[config.mk]
export PLATFORM = sky130hd
export DESIGN_NAME = spi_slave
export DESIGN_NICKNAME = d
export VERILOG_FILES = /design/src/rtl/spi_slave.sv
export SDC_FILE = /design/constraint.sdc
export NUM_CORES = 1
export LEC_CHECK = 0
export CELL_PAD_IN_SITES_DETAIL_PLACEMENT = 0
export CELL_PAD_IN_SITES_GLOBAL_PLACEMENT = 1
export CORE_ASPECT_RATIO = 0.7
export CORE_UTILIZATION = 38
export DETAILED_ROUTE_END_ITERATION = 7
export GPL_ROUTABILITY_DRIVEN = 0
export PLACE_DENSITY_LB_ADDON = 0.3
export SYNTH_ARGS = -nofsm -noshare
export SYNTH_HDL_FRONTEND = slang
export SYNTH_SLANG_ARGS = --single-unit
export TNS_END_PERCENT = 50
[constraint.sdc]
create_clock -name clk -period 5.2 [get_ports clk]
set_input_delay 0.52 -clock clk [delete_from_list [all_inputs] [get_ports clk]]
set_output_delay 0.52 -clock clk [all_outputs]
set_load 0.01 [all_outputs]
[src/rtl/spi_slave.sv]
`default_nettype none
// ============================================================================
// Module   : spi_slave
// Brief    : Register-mapped SPI slave. Supports modes 0-3, 8-bit frames, MSB
//            first. All pin activity is synchronized into clk. The optional
//            4-entry RX FIFO is built when SPI_SLAVE_RX_FIFO_EN is defined;
//            otherwise a single RXDATA register is used.
// Revision : 1.0 - initial release
// ============================================================================
module spi_slave (
    input  logic        clk,
    input  logic        rst_n,
    input  logic [7:0]  waddr_i,
    input  logic [31:0] data_i,
    input  logic [3:0]  sel_i,
    input  logic        we_i,
    input  logic [7:0]  raddr_i,
    input  logic        rd_i,
    output logic [31:0] data_o,
    input  logic        spi_sclk,
    input  logic        spi_cs_n,
    input  logic        spi_mosi,
    output logic        spi_miso,
    output logic        spi_miso_oe,
    output logic        irq_spi_rx
);
    typedef enum logic [1:0] {IDLE = 2'd0, ACTIVE = 2'd1, DONE = 2'd2} state_t;

    localparam logic [3:0] OFS_CTRL = 4'h0;
    localparam logic [3:0] OFS_DATA = 4'h4;
    localparam logic [3:0] OFS_STAT = 4'h8;

    state_t      state_q, state_d;
    // Index 0/1 form the synchronizer; index 2 is the previous clean sample.
    logic [2:0]  sclk_sync_q, sclk_sync_d;
    logic [2:0]  cs_sync_q, cs_sync_d;
    logic [1:0]  mosi_sync_q, mosi_sync_d;
    // prime marks when the synchronizer holds real pin data after reset;
    // armed requires CS to be seen high before a falling edge may start a frame.
    logic [1:0]  prime_q, prime_d;
    logic        armed_q, armed_d;
    logic [3:0]  ctrl_q, ctrl_d;
    logic [7:0]  txdata_q, txdata_d;
    logic        tx_pending_q, tx_pending_d;
    logic [7:0]  tx_shift_q, tx_shift_d;
    logic        miso_q, miso_d;
    logic [7:0]  rx_shift_q, rx_shift_d;
    logic [3:0]  bit_cnt_q, bit_cnt_d;
    logic        overrun_q, overrun_d;
    logic        irq_q, irq_d;
    logic [31:0] data_o_q, data_o_d;

    logic        sclk_rise, sclk_fall, lead_edge, trail_edge;
    logic        sample_edge, shift_edge, cs_fall, busy;
    logic        load, done_wr, rd_pop, overrun_set;
    logic [7:0]  load_val, rx_head;
    logic        rx_valid;
    logic [2:0]  occupancy;
    logic        unused_bits;

`ifdef SPI_SLAVE_RX_FIFO_EN
    logic [7:0]  fifo_q [4];
    logic [7:0]  fifo_d [4];
    logic [1:0]  wr_ptr_q, wr_ptr_d, rd_ptr_q, rd_ptr_d;
    logic [2:0]  count_q, count_d;
    logic        push, pop;
    assign rx_valid  = (count_q != 3'd0);
    assign rx_head   = fifo_q[rd_ptr_q];
    assign occupancy = count_q;
`else
    logic [7:0]  rxdata_q, rxdata_d;
    logic        rx_valid_q, rx_valid_d;
    assign rx_valid  = rx_valid_q;
    assign rx_head   = rxdata_q;
    assign occupancy = 3'd0;
`endif

    assign sclk_rise   = sclk_sync_q[1] & ~sclk_sync_q[2];
    assign sclk_fall   = ~sclk_sync_q[1] & sclk_sync_q[2];
    assign lead_edge   = ctrl_q[1] ? sclk_fall : sclk_rise;
    assign trail_edge  = ctrl_q[1] ? sclk_rise : sclk_fall;
    assign sample_edge = ctrl_q[2] ? trail_edge : lead_edge;
    // In mode CPHA=0 the trailing edge that closes the previous byte must not
    // disturb the freshly loaded bit7, so only shift after a sample this byte.
    assign shift_edge  = ctrl_q[2] ? lead_edge : (trail_edge && bit_cnt_q != 4'd0);
    assign cs_fall     = armed_q & cs_sync_q[2] & ~cs_sync_q[1];
    assign busy        = (state_q != IDLE);
    assign done_wr     = (state_q == DONE);
    assign rd_pop      = rd_i && (raddr_i[3:0] == OFS_DATA);
    assign load_val    = tx_pending_q ? txdata_q : 8'hFF;
    assign unused_bits = ^{waddr_i[7:4], raddr_i[7:4], data_i[31:8], sel_i[3:1]};

    assign data_o      = data_o_q;
    assign spi_miso_oe = busy;
    assign spi_miso    = busy & miso_q;
    assign irq_spi_rx  = irq_q;

    // Frame state machine: next-state decode
    always_comb begin
        state_d = state_q;
        case (state_q)
            IDLE:    if (cs_fall) state_d = ACTIVE;
            ACTIVE:  if (bit_cnt_q == 4'd8) state_d = DONE;
            DONE:    state_d = ACTIVE;
            default: state_d = IDLE;
        endcase
        if (!ctrl_q[0] || cs_sync_q[1]) state_d = IDLE;
    end

    // Datapath, register file and RX storage next values
    always_comb begin
        sclk_sync_d  = {sclk_sync_q[1:0], spi_sclk};
        cs_sync_d    = {cs_sync_q[1:0], spi_cs_n};
        mosi_sync_d  = {mosi_sync_q[0], spi_mosi};
        prime_d      = {prime_q[0], 1'b1};
        armed_d      = armed_q | (prime_q[1] & cs_sync_q[1]);
        ctrl_d       = ctrl_q;
        txdata_d     = txdata_q;
        tx_pending_d = tx_pending_q;
        tx_shift_d   = tx_shift_q;
        miso_d       = miso_q;
        rx_shift_d   = rx_shift_q;
        bit_cnt_d    = bit_cnt_q;
        overrun_d    = overrun_q;
        overrun_set  = 1'b0;
        data_o_d     = data_o_q;
        load         = (state_d == ACTIVE) && (state_q != ACTIVE);
        irq_d        = done_wr & ctrl_q[3];

        if (state_q == ACTIVE && bit_cnt_q != 4'd8) begin
            if (sample_edge) begin
                rx_shift_d = {rx_shift_q[6:0], mosi_sync_q[1]};
                bit_cnt_d  = bit_cnt_q + 4'd1;
            end
            if (shift_edge) begin
                miso_d     = tx_shift_q[7];
                tx_shift_d = {tx_shift_q[6:0], 1'b0};
            end
        end
        if (load) begin
            tx_shift_d   = ctrl_q[2] ? load_val : {load_val[6:0], 1'b0};
            miso_d       = ctrl_q[2] ? 1'b0 : load_val[7];
            rx_shift_d   = 8'h00;
            bit_cnt_d    = 4'd0;
            tx_pending_d = 1'b0;
        end
        if (state_d == IDLE) begin
            bit_cnt_d = 4'd0;
            miso_d    = 1'b0;
        end

        // Bus writes come after the load so a same-cycle TXDATA write stays pending.
        if (we_i) begin
            case (waddr_i[3:0])
                OFS_CTRL: if (sel_i[0]) ctrl_d = data_i[3:0];
                OFS_DATA: begin
                    txdata_d     = data_i[7:0];
                    tx_pending_d = 1'b1;
                end
                OFS_STAT: if (data_i[2]) overrun_d = 1'b0;
                default:  ;
            endcase
        end

`ifdef SPI_SLAVE_RX_FIFO_EN
        fifo_d   = fifo_q;
        wr_ptr_d = wr_ptr_q;
        rd_ptr_d = rd_ptr_q;
        pop      = rd_pop && (count_q != 3'd0);
        push     = done_wr && (count_q != 3'd4 || pop);
        if (done_wr && !push) overrun_set = 1'b1;
        if (push) begin
            fifo_d[wr_ptr_q] = rx_shift_q;
            wr_ptr_d         = wr_ptr_q + 2'd1;
        end
        if (pop) rd_ptr_d = rd_ptr_q + 2'd1;
        count_d = count_q + {2'b00, push} - {2'b00, pop};
`else
        rxdata_d   = rxdata_q;
        rx_valid_d = rx_valid_q;
        // A same-cycle pop frees the register, so the new byte is kept.
        if (done_wr) begin
            if (rx_valid_q && !rd_pop) begin
                overrun_set = 1'b1;
            end else begin
                rxdata_d   = rx_shift_q;
                rx_valid_d = 1'b1;
            end
        end else if (rd_pop) begin
            rx_valid_d = 1'b0;
        end
`endif
        if (overrun_set) overrun_d = 1'b1;

        if (rd_i) begin
            case (raddr_i[3:0])
                OFS_CTRL: data_o_d = {28'd0, ctrl_q};
                OFS_DATA: data_o_d = {24'd0, rx_head};
                OFS_STAT: data_o_d = {25'd0, occupancy, tx_pending_q, overrun_q, rx_valid, busy};
                default:  data_o_d = 32'd0;
            endcase
        end
    end

    // Frame state register
    always_ff @(posedge clk or negedge rst_n) begin
        if (!rst_n) state_q <= IDLE;
        else        state_q <= state_d;
    end

    // All other state: synchronizers, registers, shifters, RX storage
    always_ff @(posedge clk or negedge rst_n) begin
        if (!rst_n) begin
            sclk_sync_q  <= 3'b000;
            cs_sync_q    <= 3'b111;
            mosi_sync_q  <= 2'b00;
            prime_q      <= 2'b00;
            armed_q      <= 1'b0;
            ctrl_q       <= 4'h0;
            txdata_q     <= 8'h00;
            tx_pending_q <= 1'b0;
            tx_shift_q   <= 8'h00;
            miso_q       <= 1'b0;
            rx_shift_q   <= 8'h00;
            bit_cnt_q    <= 4'd0;
            overrun_q    <= 1'b0;
            irq_q        <= 1'b0;
            data_o_q     <= 32'd0;
`ifdef SPI_SLAVE_RX_FIFO_EN
            fifo_q       <= '{default: 8'h00};
            wr_ptr_q     <= 2'd0;
            rd_ptr_q     <= 2'd0;
            count_q      <= 3'd0;
`else
            rxdata_q     <= 8'h00;
            rx_valid_q   <= 1'b0;
`endif
        end else begin
            sclk_sync_q  <= sclk_sync_d;
            cs_sync_q    <= cs_sync_d;
            mosi_sync_q  <= mosi_sync_d;
            prime_q      <= prime_d;
            armed_q      <= armed_d;
            ctrl_q       <= ctrl_d;
            txdata_q     <= txdata_d;
            tx_pending_q <= tx_pending_d;
            tx_shift_q   <= tx_shift_d;
            miso_q       <= miso_d;
            rx_shift_q   <= rx_shift_d;
            bit_cnt_q    <= bit_cnt_d;
            overrun_q    <= overrun_d;
            irq_q        <= irq_d;
            data_o_q     <= data_o_d;
`ifdef SPI_SLAVE_RX_FIFO_EN
            fifo_q       <= fifo_d;
            wr_ptr_q     <= wr_ptr_d;
            rd_ptr_q     <= rd_ptr_d;
            count_q      <= count_d;
`else
            rxdata_q     <= rxdata_d;
            rx_valid_q   <= rx_valid_d;
`endif
        end
    end

endmodule
`default_nettype wire

==> results.toml, run 1 <==
[status]
status = "finished clean"

[floorplan]
rows = 26
die_x_um = 108.3
die_y_um = 76.39
ios = 94
core_um2 = 7482
dieArea_um2 = 8271
initial_core_util = 0.4015

[timing]
finalCriticalPeriod_ps = 2422
rsz0062_at_grt = "false"
whs_ps = 346.3
report.final.slew_viol_count = 0
slew-limit-headroom = 0.4465
timing.final.crit_share = 0.4658
hold_viol = 0
fmax_mhz = 412.9
worst_pin_slew_ps = 830.2
fin_tns_setup_ps = 0
finalSetupViolations = 0
finalClockSkew_ps = 5.843

[clock_network]
cts_made_buffers = 9
cts.clk_slew.worst_paths_ps = 50
htree_levels = 3
cts_buffer_depth = 2
cts_setup_buffers = 0
root_buffer = "clkbuf_16"
cts_sinks = 66
cts_tree = "yes"
clk_latency_ps = 330
post_cts_resized = 0
cts_hold_buf = 0

[logic_synthesis]
synth_edf_count = 0
synth_ff_type = "dfrtp_1"
syn-instance-count = 264
synth_cell_types = 38
synth-seq-cells = 66
synth_area_leaders = "dfrtp_1 (52%), mux2_2 (7.5%), mux2i_1 (6.7%), buf_4 (6.2%), nor2_1 (2.9%)"
synth-async-reset-ratio = 1.000
syn_avg_cell_area_um2 = 11.38
synth_area_um2 = 3004
ys_warn_count = 0
yosys.area.top_type = "dfrtp_1"
yosysMostFrequentCell = "dfrtp_1"
synth_top_area_frac = 0.5248
synth_common_cells = "dfrtp_1 (63), buf_4 (25), nor2_1 (23)"
synth_seq_area_share = 0.5510

[layout]
seq_area_um2 = 1655
syn_to_final_growth_pct = 20.87
multi_input_area_um2 = 1174
fillers = 728
nets = 362
antenna_cells = 0
drive_gt1_frac = 0.1503

[worst_setup_path]
worst-path-buf-inv = 0
cp-end-kind = "register"
crit_fanout = 11
critPathArrivalTime_ps = 2620
cpMaxStageDelayCell = "a21oi_2"
ff2ff_path_depth = 5
reg2reg_from = "ctrl_q[1]"
worst-r2r-setup-slack_ps = 2780
startpoint_type = "register"
worst_ep_required_time_ps = 5400
critical-path-top-delay-family = "compound AO/OA/AOI/OAI gates"
path_cells = "or3b_1 -> a211o_1 -> a21oi_2 -> nor2_1 -> a221o_1"
path_class = "register to register"
rr_endpoint = "tx_shift_q[3]"
max_stage_delay_ps = 490

[placed_design]
port-buffer-count = 34
dp_hpwl_um = 3942

[power_and_ir_drop]
peakVddDrop_mv = 0.2122
p_per_area_nw_per_um2 = 377.6
leakage_uw = 0.001594
power_uw = 1371

[global_route]
grt_antenna_before_repair = 0
gr-total-overflow = 0
grt_pass1_vias = 1915
grt_pass1_wl_um = 9687
grtUsageTotal = 0.1557
grt_max_degree = 67

[detailed_routing]
firstDrtPassIters = 4
drc = 0
route.detailed.wl_per_inst_um = 14.22
postRouteAntennaNets = 0
vias = 1922
avgViaCountPerCell = 4.757
wl_um = 5746
drtIter0Drc = 67

[worst_hold_path]
worstHoldEndpoint = "sclk_sync_q[1]"
hold_path_depth = 0
worstHoldStart = "sclk_sync_q[0]"
hold_path.class = "register to register"

[flow_run]
maxCapViolations = 0
==> cell type report <==
class | instances | share of cell area
inverters | 12 | 0.01241
multi-input cells | 177 | 0.3232
clock inverters | 4 | 0.006892
repair buffers | 35 | 0.09442
flip-flops and latches | 66 | 0.4559
well taps | 98 | 0.03377
clock buffers | 12 | 0.07340
==> stage by stage <==
stage	setup WS, ps	utilization	instances	instance area, µm²
6_report	2778	0.4853	404	3631
5_1_grt	2663	0.4853	404	3631
4_1_cts	2773	0.4853	404	3631
3_5_place_dp	2550	0.4463	388	3339
3_3_place_gp	2538	0.4463	388	3339
2_1_floorplan	3369	-	287	3090
==> cell families after synthesis <==
| family | after synthesis | share of synthesized area |
|---|---|---|
| multiplexers | 40 | 0.1416 |
| other | 2 | 0.002500 |
| adder cells (fa/ha/maj) | 2 | 0.008329 |
| buffers and inverters | 44 | 0.08705 |
| AO/OA/AOI/OAI | 42 | 0.08913 |
| flip-flops | 66 | 0.5510 |
| AND/OR/NAND/NOR | 64 | 0.1087 |
| XOR/XNOR | 4 | 0.01166 |
==> power breakdown <==
group	switching, µW	leakage (µW)	internal, µW
Sequential	61.7	0.000854	576
Combinational	73.3	0.000599	86.5
Clock	214	0.000141	359
==> worst reg2reg max path: stages (launching register included) <==
cell and delay (ps):
dfrtp_1 470, or3b_1 410, a211o_1 310, a21oi_2 490
nor2_1 250, a221o_1 370
==> state kept, by name, summed over array words and instances (netlist names), 4 cells and up <==
signal,count
tx_shift_q,8
data_o,8
ctrl_q,4
rx_head,8
bit_cnt_q,4
rx_shift_q,8
txdata_q,8
==> placed cells by master (no fill, tap or decap), types with 2 or more instances in the layout <==
master / instances
inv_1: 12
clkinvlp_4: 2
nor3_1: 2
clkdlybuf4s50_1: 33
nand2b_1: 4
clkinv_2: 2
conb_1: 25
dfrtp_1: 63
o21ai_0: 9
nand2_1: 13
nor2_1: 23
nor2b_1: 5
nor3b_1: 2
nand3b_1: 4
o22ai_1: 5
a21oi_1: 15
a221o_1: 6
xnor2_1: 4
dfstp_2: 3
mux2i_1: 20
nand3_1: 2
clkbuf_16: 9
ha_1: 2
mux2_2: 20
clkbuf_8: 3
or2_2: 2
==> layer usage <==
layer / share of wire / routed length, µm / GRT usage / vias up
met1: 0.53 / 3034 / 0.2293 / 935
met4: 0.0094 / 54 / 0.03649 / 0
met2: 0.42 / 2398 / 0.2108 / 48
met3: 0.045 / 259 / 0.06416 / 6
met5: 0 / 0 / 0 / -
li1: - / - / - / 933
==> worst max path at each step <==
stage | cells after the start | to | from | slack, ps
after floorplan | 7 | rx_head[0] | raddr_i[3] | 3370
after global placement | 6 | rx_head[3] | raddr_i[3] | 2540
after detailed placement | 6 | rx_head[4] | raddr_i[3] | 2550
after CTS | 5 | tx_shift_q[3] | ctrl_q[1] | 2770
after global routing | 5 | tx_shift_q[6] | ctrl_q[1] | 2660
final | 5 | tx_shift_q[3] | ctrl_q[1] | 2780
No activity file was read; power rests on OpenSTA's default activity.
==> run 2: changes to the inputs <==
--- a/config.mk
+++ b/config.mk
@@ -8,7 +8,7 @@
 export CELL_PAD_IN_SITES_DETAIL_PLACEMENT = 0
 export CELL_PAD_IN_SITES_GLOBAL_PLACEMENT = 1
 export CORE_ASPECT_RATIO = 0.7
-export CORE_UTILIZATION = 38
+export CORE_UTILIZATION = 32
 export DETAILED_ROUTE_END_ITERATION = 7
 export GPL_ROUTABILITY_DRIVEN = 0
 export PLACE_DENSITY_LB_ADDON = 0.3
==> constraint.sdc (replaced) <==
create_clock -name clk -period 2.07 [get_ports clk]
set_input_delay 0.207 -clock clk [delete_from_list [all_inputs] [get_ports clk]]
set_output_delay 0.207 -clock clk [all_outputs]
set_load 0.01 [all_outputs]
==> run 2 against run 1 <==
Compared with the run above:
- global-route usage down 2.5 points
- first-iteration DRC count up 16%
- critical path type is now register to output port
- final cell count up 8.7%
- via count up 0.57%
- critical endpoint is now spi_miso
- sequential power up 150%
- highest routed layer unchanged
- largest cell class unchanged
==> results.toml, run 2 (same netlist as run 1, synthesis figures left out) <==
[detailed_routing]
route.detailed.wl_per_inst_um = 13.14
avgViaCountPerCell = 4.403
firstDrtPassIters = 4
postRouteAntennaNets = 0
vias = 1933
drtIter0Drc = 78
wl_um = 5767
drc = 0

[power_and_ir_drop]
leakage_uw = 0.001675
peakVddDrop_mv = 0.4998
power_uw = 3748
p_per_area_nw_per_um2 = 980.2

[global_route]
grt_max_degree = 58
grt_pass1_vias = 1857
grt_pass1_wl_um = 9604
grt_antenna_before_repair = 0
gr-total-overflow = 0
grtUsageTotal = 0.1306

[worst_setup_path]
path_class = "register to output port"
critPathArrivalTime_ps = 1740
startpoint_type = "register"
reg2reg_from = "bit_cnt_q[0]"
ff2ff_path_depth = 7
worst-r2r-setup-slack_ps = 160
startpoint = "state_q[0]"
crit_fanout = 6
rr_endpoint = "tx_shift_q[5]"
worst_ep_required_time_ps = 1860
cp-end-kind = "output port"

[clock_network]
clk_latency_ps = 330
cts_tree = "yes"
cts_buffer_depth = 2
cts_sinks = 66
cts_setup_buffers = 0
htree_levels = 3
cts.clk_slew.worst_paths_ps = 50
root_buffer = "clkbuf_16"
cts_made_buffers = 9

[status]
status = "finished clean"

[floorplan]
dieArea_um2 = 9785
die_x_um = 117.8
ios = 94
core_um2 = 9071
die_y_um = 83.07
initial_core_util = 0.3312
rows = 29

[placed_design]
dp_hpwl_um = 4034
port-buffer-count = 34
dp_slack_ps = 35.41
place_area_um2 = 3465

[layout]
fillers = 852
mostFrequentLayoutCells = "dfrtp_1 (63), clkdlybuf4s50_1 (33), conb_1 (25)"
antenna_cells = 0
final_common_cell = "dfrtp_1"
fin_area_um2 = 3824
drive_gt1_frac = 0.1714
nets = 372
syn_to_final_growth_pct = 27.28

[timing]
hold_viol = 0
finalCriticalPeriod_ps = 1950
fmax_mhz = 512.7
finalSetupViolations = 0
slew-limit-headroom = 0.6793
finalClockSkew_ps = 6.279
rsz0062_at_grt = "false"
fin_tns_setup_ps = 0
setup_ws_ps = 119.6
worst_pin_slew_ps = 467.7
timing.final.crit_share = 0.9422
report.final.slew_viol_count = 0

[flow_run]
maxCapViolations = 0

[worst_hold_path]
hold_path.class = "input port to asynchronous set/reset pin"
## run 2: cell count changes in the layout (fill, tap and decap cells not counted)
| cell | previous run | this run |
|---|---|---|
| a21oi_2 | 1 | 0 |
| bufinv_16 | 0 | 3 |
| clkbuf_8 | 3 | 1 |
| a21oi_4 | 0 | 1 |
| buf_12 | 0 | 2 |
| clkinvlp_4 | 2 | 1 |
| clkinv_2 | 2 | 1 |
| dlygate4sd3_1 | 0 | 1 |
| buf_4 | 1 | 8 |
## run 2: power breakdown
group / switching, µW / total (µW) / internal, µW
registers: 126 / 1570 / 1450
logic: 213 / 451 / 238
clock network: 524 / 1720 / 1200
## run 2: what timing repair did
action	CTS	global route
hold buffers	1	0
hold endpoints to repair	9	0
gates resized for setup	0	1
endpoints found under the setup margin	0	1
## run 2: area by class of cell
cell class	instances	area, µm²	share of cell area
flip-flops and latches	66	1655	0.4329
inverters	12	45.04	0.01178
well taps	124	155.1	0.04058
repair buffers	45	445.4	0.1165
multi-input cells	177	1181	0.3089
clock buffers	10	239.0	0.06250
clock inverters	5	102.6	0.02683
## run 2: worst max-delay path by stage
| stage | endpoint | cells past startpoint | slack [ps] |
|---|---|---|---|
| 2_1_floorplan | tx_shift_q[1] | 5 | 280 |
| 3_3_place_gp | rx_head[0] | 6 | 40 |
| 3_5_place_dp | rx_head[3] | 6 | 40 |
| 4_1_cts | spi_miso | 3 | 100 |
| 5_1_grt | tx_shift_q[2] | 7 | 50 |
| 6_report | spi_miso | 3 | 120 |
## run 2: layer usage
layer | vias up | wire [µm] | GRT usage
li1 | 950 | - | -
met1 | 922 | 3049 | 0.1895
met2 | 52 | 2303 | 0.1663
met3 | 9 | 310 | 0.05288
met4 | 0 | 104 | 0.05944
met5 | - | 0 | 0
## run 2: critical path: stages (launching register included)
cell and delay (ps):
dfrtp_1 410, or2_2 360, and2_1 170, clkdlybuf4s50_1 460
## run 2: through the flow
stage | std cells | hold WS, ps | util
2_1_floorplan | 287 | -88.59 | -
3_3_place_gp | 423 | 90.94 | 0.3819
3_5_place_dp | 423 | 92.04 | 0.3819
4_1_cts | 439 | 271.7 | 0.4207
5_1_grt | 439 | 297.9 | 0.4215
6_report | 439 | 275.4 | 0.4215
==> run 3: changes to the inputs <==
--- a/config.mk
+++ b/config.mk
@@ -11,6 +11,7 @@
 export CORE_UTILIZATION = 32
 export DETAILED_ROUTE_END_ITERATION = 7
 export GPL_ROUTABILITY_DRIVEN = 0
+export GPL_TIMING_DRIVEN = 1
 export PLACE_DENSITY_LB_ADDON = 0.3
 export SYNTH_ARGS = -nofsm -noshare
 export SYNTH_HDL_FRONTEND = slang
==> results of run 3 <==
The final DEF is identical to that of run 2; final timing and power are the same.
